<file path="src/rtl/decoder_pkg.sv">
// Shared definitions for the scan decoder: FSM state encodings and a
// constant-foldable ceil(log2) helper used for counter sizing.
package decoder_pkg;

  typedef enum logic [1:0] {
    OFF  = 2'd0,
    DEC  = 2'd1,
    SCAN = 2'd2
  } state_t;

  // Returns ceil(log2(value)); 0 for value <= 1.
  function automatic int clog2(input int value);
    int r;
    int v;
    r = 0;
    v = value - 1;
    while (v > 0) begin
      r = r + 1;
      v = v >> 1;
    end
    return r;
  endfunction

endpackage

</file>
<file path="src/rtl/onehot_decode.sv">
// Combinational binary-to-one-hot decoder; bit sel of onehot is set.
module onehot_decode #(
  parameter int SEL_W = 2
) (
  input  logic [SEL_W-1:0]      sel,
  output logic [(1<<SEL_W)-1:0] onehot
);

  always_comb begin
    onehot      = '0;
    onehot[sel] = 1'b1;
  end

endmodule

</file>
<file path="src/rtl/scan_decoder.sv">
// Registered one-hot decoder with a direct-decode mode and an auto-scan mode
// that steps the active output every SCAN_DIV cycles.
module scan_decoder
  import decoder_pkg::*;
#(
  parameter int SEL_W      = 2,
  parameter int SCAN_DIV   = 4,
  parameter int ACTIVE_LOW = 0
) (
  input  logic                  clk,
  input  logic                  rst,
  input  logic                  en,
  input  logic                  mode,
  input  logic [SEL_W-1:0]      sel,
  output logic [(1<<SEL_W)-1:0] y,
  output logic [SEL_W-1:0]      idx,
  output logic                  tick,
  output logic [1:0]            dbg_state
);

  localparam int OUT_W = 1 << SEL_W;
  localparam int PW    = (clog2(SCAN_DIV) < 1) ? 1 : clog2(SCAN_DIV);
  localparam logic [PW-1:0]    PRE_LAST = PW'(SCAN_DIV - 1);
  localparam logic [OUT_W-1:0] INACTIVE = (ACTIVE_LOW != 0) ? '1 : '0;

  state_t           state;
  state_t           state_nxt;
  logic [PW-1:0]    presc;
  logic [PW-1:0]    presc_nxt;
  logic [SEL_W-1:0] idx_nxt;
  logic             tick_nxt;
  logic [OUT_W-1:0] onehot;
  logic [OUT_W-1:0] y_nxt;

  assign dbg_state = state;

  // The single decoder sees the index the outputs will hold next cycle.
  onehot_decode #(.SEL_W(SEL_W)) u_onehot_decode (
    .sel    (idx_nxt),
    .onehot (onehot)
  );

  assign y_nxt = (state_nxt == OFF) ? INACTIVE : (onehot ^ INACTIVE);

  always_ff @(posedge clk) begin
    if (rst) begin
      state <= OFF;
      idx   <= '0;
      presc <= '0;
      tick  <= 1'b0;
      y     <= INACTIVE;
    end else begin
      state <= state_nxt;
      idx   <= idx_nxt;
      presc <= presc_nxt;
      tick  <= tick_nxt;
      y     <= y_nxt;
    end
  end

  always_comb begin
    state_nxt = OFF;
    if (en) begin
      state_nxt = mode ? SCAN : DEC;
    end
  end

  // Entering SCAN from any other state reloads sel; position is never resumed.
  always_comb begin
    idx_nxt   = idx;
    presc_nxt = '0;
    tick_nxt  = 1'b0;
    case (state_nxt)
      DEC: begin
        idx_nxt = sel;
      end
      SCAN: begin
        if (state != SCAN) begin
          idx_nxt = sel;
        end else if (presc == PRE_LAST) begin
          idx_nxt  = idx + SEL_W'(1);
          tick_nxt = 1'b1;
        end else begin
          presc_nxt = presc + PW'(1);
        end
      end
      default: begin
      end
    endcase
  end

endmodule

</file>
<file path="config.mk">
export PLATFORM = sky130hd
export DESIGN_NAME = scan_decoder
export DESIGN_NICKNAME = d
export VERILOG_FILES = /design/src/rtl/decoder_pkg.sv /design/src/rtl/onehot_decode.sv /design/src/rtl/scan_decoder.sv
export SDC_FILE = /design/constraint.sdc
export NUM_CORES = 1
export LEC_CHECK = 0
export ABC_CLOCK_PERIOD_IN_PS = 4000
export CAP_MARGIN = 20
export CORE_AREA = 5 5 42 44
export CTS_BUF_LIST = sky130_fd_sc_hd__clkbuf_4
export DETAILED_ROUTE_END_ITERATION = 10
export DIE_AREA = 0 0 47 49
export HOLD_SLACK_MARGIN = 0.08
export SLEW_MARGIN = 20
export SYNTH_ARGS = -nofsm -noshare
export SYNTH_HDL_FRONTEND = slang
export SYNTH_SLANG_ARGS = --single-unit
</file>
<file path="constraint.sdc">
create_clock -name clk -period 4 [get_ports clk]
set_input_delay 0.8 -clock clk [delete_from_list [all_inputs] [get_ports clk]]
set_output_delay 0.8 -clock clk [all_outputs]
set_load 0.03 [all_outputs]
</file>
==> summary.md <==
| Metric | Value |
|---|---|
| Launch instance of the worst min-delay path | `presc[0]` |
| Chip Width | `47 um` |
| Warnings, synthesis | `0` |
| Mapped Nets | `46` |
| CTS root buffer | `clkbuf_4` |
| Cell type group with the largest total delay on the critical path | `buffers and inverters` |
| Number of max-capacitance violations reported | `0` |
| Clock period minus worst slack | `2.16 ns` |
| Sinks on the clock net | `11` |
| RSZ-0062 raised after global routing | `false` |
| Clock tree from TritonCTS | `yes` |
| GRT Residual Overflow | `0` |
| Detailed Route Iter0 Violations | `2` |
| Post-route setup TNS | `0 ns` |
| Antenna cells | `0` |
| Longest individual stage delay on the worst path | `0.70 ns` |
| Final Hold Slack | `0.439 ns` |
| Via count of the routed design | `364` |
| Die Outline Area | `2300 um2` |
| Antenna viol nets, final | `0` |
| Distinct cells, synth | `25` |
| Number of synthesized flops with an enable pin | `0` |
| Number of placed I/O pins | `15` |
| Overall Power | `0.230 mW` |
| CTS max path bufs | `2` |
| Final setup violating endpoints | `0` |
| Count of filler cells inserted in the layout | `139` |
| Skew-Pair Late Insertion Delay | `0.27 ns` |
| Average footprint of a synthesized cell | `11.5 um2` |
| Most area-consuming cells after synthesis | `dfxtp_1, nor4b_4, and3b_1, a21oi_1, nand4b_2` |
| Critical path capture point type | `output pin` |
| Post-synth top area share | `0.490` |
| Critical path class | `reg -> out` |
| Tightest slew margin relative to the limit | `0.755` |
| Sum of net half-perimeters after detailed placement | `710 um` |
| Worst R2R Start | `presc[0]` |
| Critical-path cell with the highest stage delay | `clkdlybuf4s50_1` |
| Post-route worst setup slack | `1.84 ns` |
| Most frequent cell after synthesis | `dfxtp_1` |
| Maximum number of pins on one net before global-route repair | `9` |
| Worst VDD drop | `0.000202 V` |
| Setup WS pre-CTS | `1.77 ns` |
| Fraction of the yosys area taken by sequential cells | `0.490` |
| Via count of the first global-routing pass | `337` |
| Number of CTS-inserted buffers | `3` |
| Hold-critical path depth | `1` |
| Static leakage power | `0.252 nW` |
| Post-Layout Cell Count | `73` |
| Global-route wire length before repair | `1470 um` |
| End point of the worst hold path | `presc[0]` |
| Final net count | `65` |
| Avg Vias per Cell | `4.99` |
| Worst slew pin tran | `0.367 ns` |
| Count of TritonRoute iterations in the first routing pass | `2` |
| Highest net fanout along the worst path | `5` |
| Routed wire length | `922 um` |
| RePlAce Congestion | `0.736` |
| Ranking of synthesized cells by instance count | `dfxtp_1, a21oi_1, and3b_1, nor2b_1` |
| IO buf count | `14` |
| Level count of the clock H-tree | `1` |
| Cells traversed along the worst timing path | `clkdlybuf4s50_1` |
| Mapped Area | `449 um2` |
| Synth Instances | `39` |
| Result of the run | `completed` |
| Maximum clock frequency | `462 MHz` |
| Total of flip-flops plus latches after synthesis | `11` |
| Layout overhead on the synthesized area | `42.3%` |
| Cells resized by post-CTS repair | `0` |
| Worst min-delay path class | `reg -> reg` |
| Fraction of layout instances using a drive strength above 1 | `0.140` |
| Arrival time of the worst setup path | `1.36 ns` |
| Clock Pin Slew Worst Setup and Hold Paths | `0.07 ns` |
| Buffers & Inverters on Critical Path | `1` |
| R2R depth | `4` |
| Number of antenna violations at the first check in global routing | `0` |
| CP Launch Type | `register` |
| Max-slew violations | `0` |
| Remaining DRCs | `0` |
| Most instantiated flip-flop cell in the synthesis netlist | `dfxtp_1` |
| Required time reported for the critical path endpoint | `3.20 ns` |
| Async set-or-reset flop fraction in the synthesized netlist | `0` |
| Die span in y | `49 um` |
| Tcrit/Tclk final | `0.541` |
| Average wire per standard cell | `12.6 um` |
| Core region area | `1400 um2` |
| Worst reg2reg endpoint | `y[1]` |
| Aggregate global-route resource usage | `0.0874` |
| Total of hold buffers inserted after clock tree synthesis | `0` |
| Final Hold Fails | `0` |
| Site Rows | `14` |
| Worst setup skew after layout | `0.000848 ns` |
| Cell taking the most area after synthesis | `dfxtp_1` |
| Setup slack of the worst register-to-register path | `2.54 ns` |
| Total power density per cell area | `360 nW/um2` |
| Starting utilization of the core area | `0.321` |
| Cell total after placement | `69` |
| Setup fix buffers added after clock tree synthesis | `0` |
[worst max path at each step]
| stage | depth (start not counted) | slack, ns | endpoint | start |
|---|---|---|---|---|
| floorplan | 3 | 2.49 | y[1] | mode |
| global placement | 4 | 1.78 | y[1] | en |
| detailed placement | 4 | 1.77 | y[1] | en |
| CTS | 1 | 1.81 | idx[0] | idx[0] |
| global route | 1 | 1.79 | idx[0] | idx[0] |
| finish | 1 | 1.84 | idx[0] | idx[0] |
[cells in the final DEF (no fill, tap or decap)]
master,Yosys,layout
xnor2_1,1,1
nor4_1,1,1
nand2_1,1,1
a21boi_0,1,1
nor4b_1,1,1
nand4b_2,1,1
nor3b_1,1,1
and2_1,1,1
nor2b_1,2,2
o21bai_1,1,1
and3_1,1,1
ha_1,1,1
o22a_1,1,1
a31oi_1,1,1
and3b_1,2,2
nand3b_1,1,1
nand2b_1,1,1
o221ai_1,1,1
nor4b_4,1,1
clkbuf_4,0,4
or2b_1,1,1
a31o_2,1,1
dfxtp_1,11,11
clkdlybuf4s50_1,0,14
a211oi_2,1,1
a21oi_1,3,3
nor2_1,1,1
[layout make-up]
cell class | instances | area, um2 | share of cell area
tap | 16 | 20.0 | 0.0313
timing repair buffer | 14 | 140 | 0.219
multi-input combinational | 28 | 229 | 0.358
sequential | 11 | 220 | 0.344
clock buffer | 4 | 30.0 | 0.0470
[state kept, by name (all words and copies together), names as in the netlist]
signal,count
tick,1
y,4
dbg_state,2
presc,2
idx,2
[per-layer routing]
| layer | vias up | routed length, um | global-route usage |
|---|---|---|---|
| met5 | - | 0 | 0 |
| met2 | 11 | 404 | 0.118 |
| met4 | 0 | 24 | 0.0599 |
| met3 | 2 | 53 | 0.0258 |
| met1 | 164 | 440 | 0.115 |
| li1 | 187 | - | - |
[report_power, final]
part	leakage [nW]	switching [mW]	internal [mW]
logic	0.144	0.0166	0.0152
registers	0.0896	0.00245	0.113
clock network	0.0184	0.0374	0.0454
[through the flow]
| step | instance area [um2] | utilization |
|---|---|---|
| 2_1_floorplan | 449 | - |
| 3_3_place_gp | 609 | 0.435 |
| 3_5_place_dp | 609 | 0.435 |
| 4_1_cts | 639 | 0.456 |
| 5_1_grt | 639 | 0.456 |
| 6_report | 639 | 0.456 |
[cell families after synthesis]
family / after synthesis / share of synthesized area
flip-flops: 11 / 0.490
AND/OR/NAND/NOR: 16 / 0.295
adder cells (fa/ha/maj): 1 / 0.0279
XOR/XNOR: 1 / 0.0195
AO/OA/AOI/OAI: 10 / 0.167
Note: power is estimated with default switching activity, not from simulation.
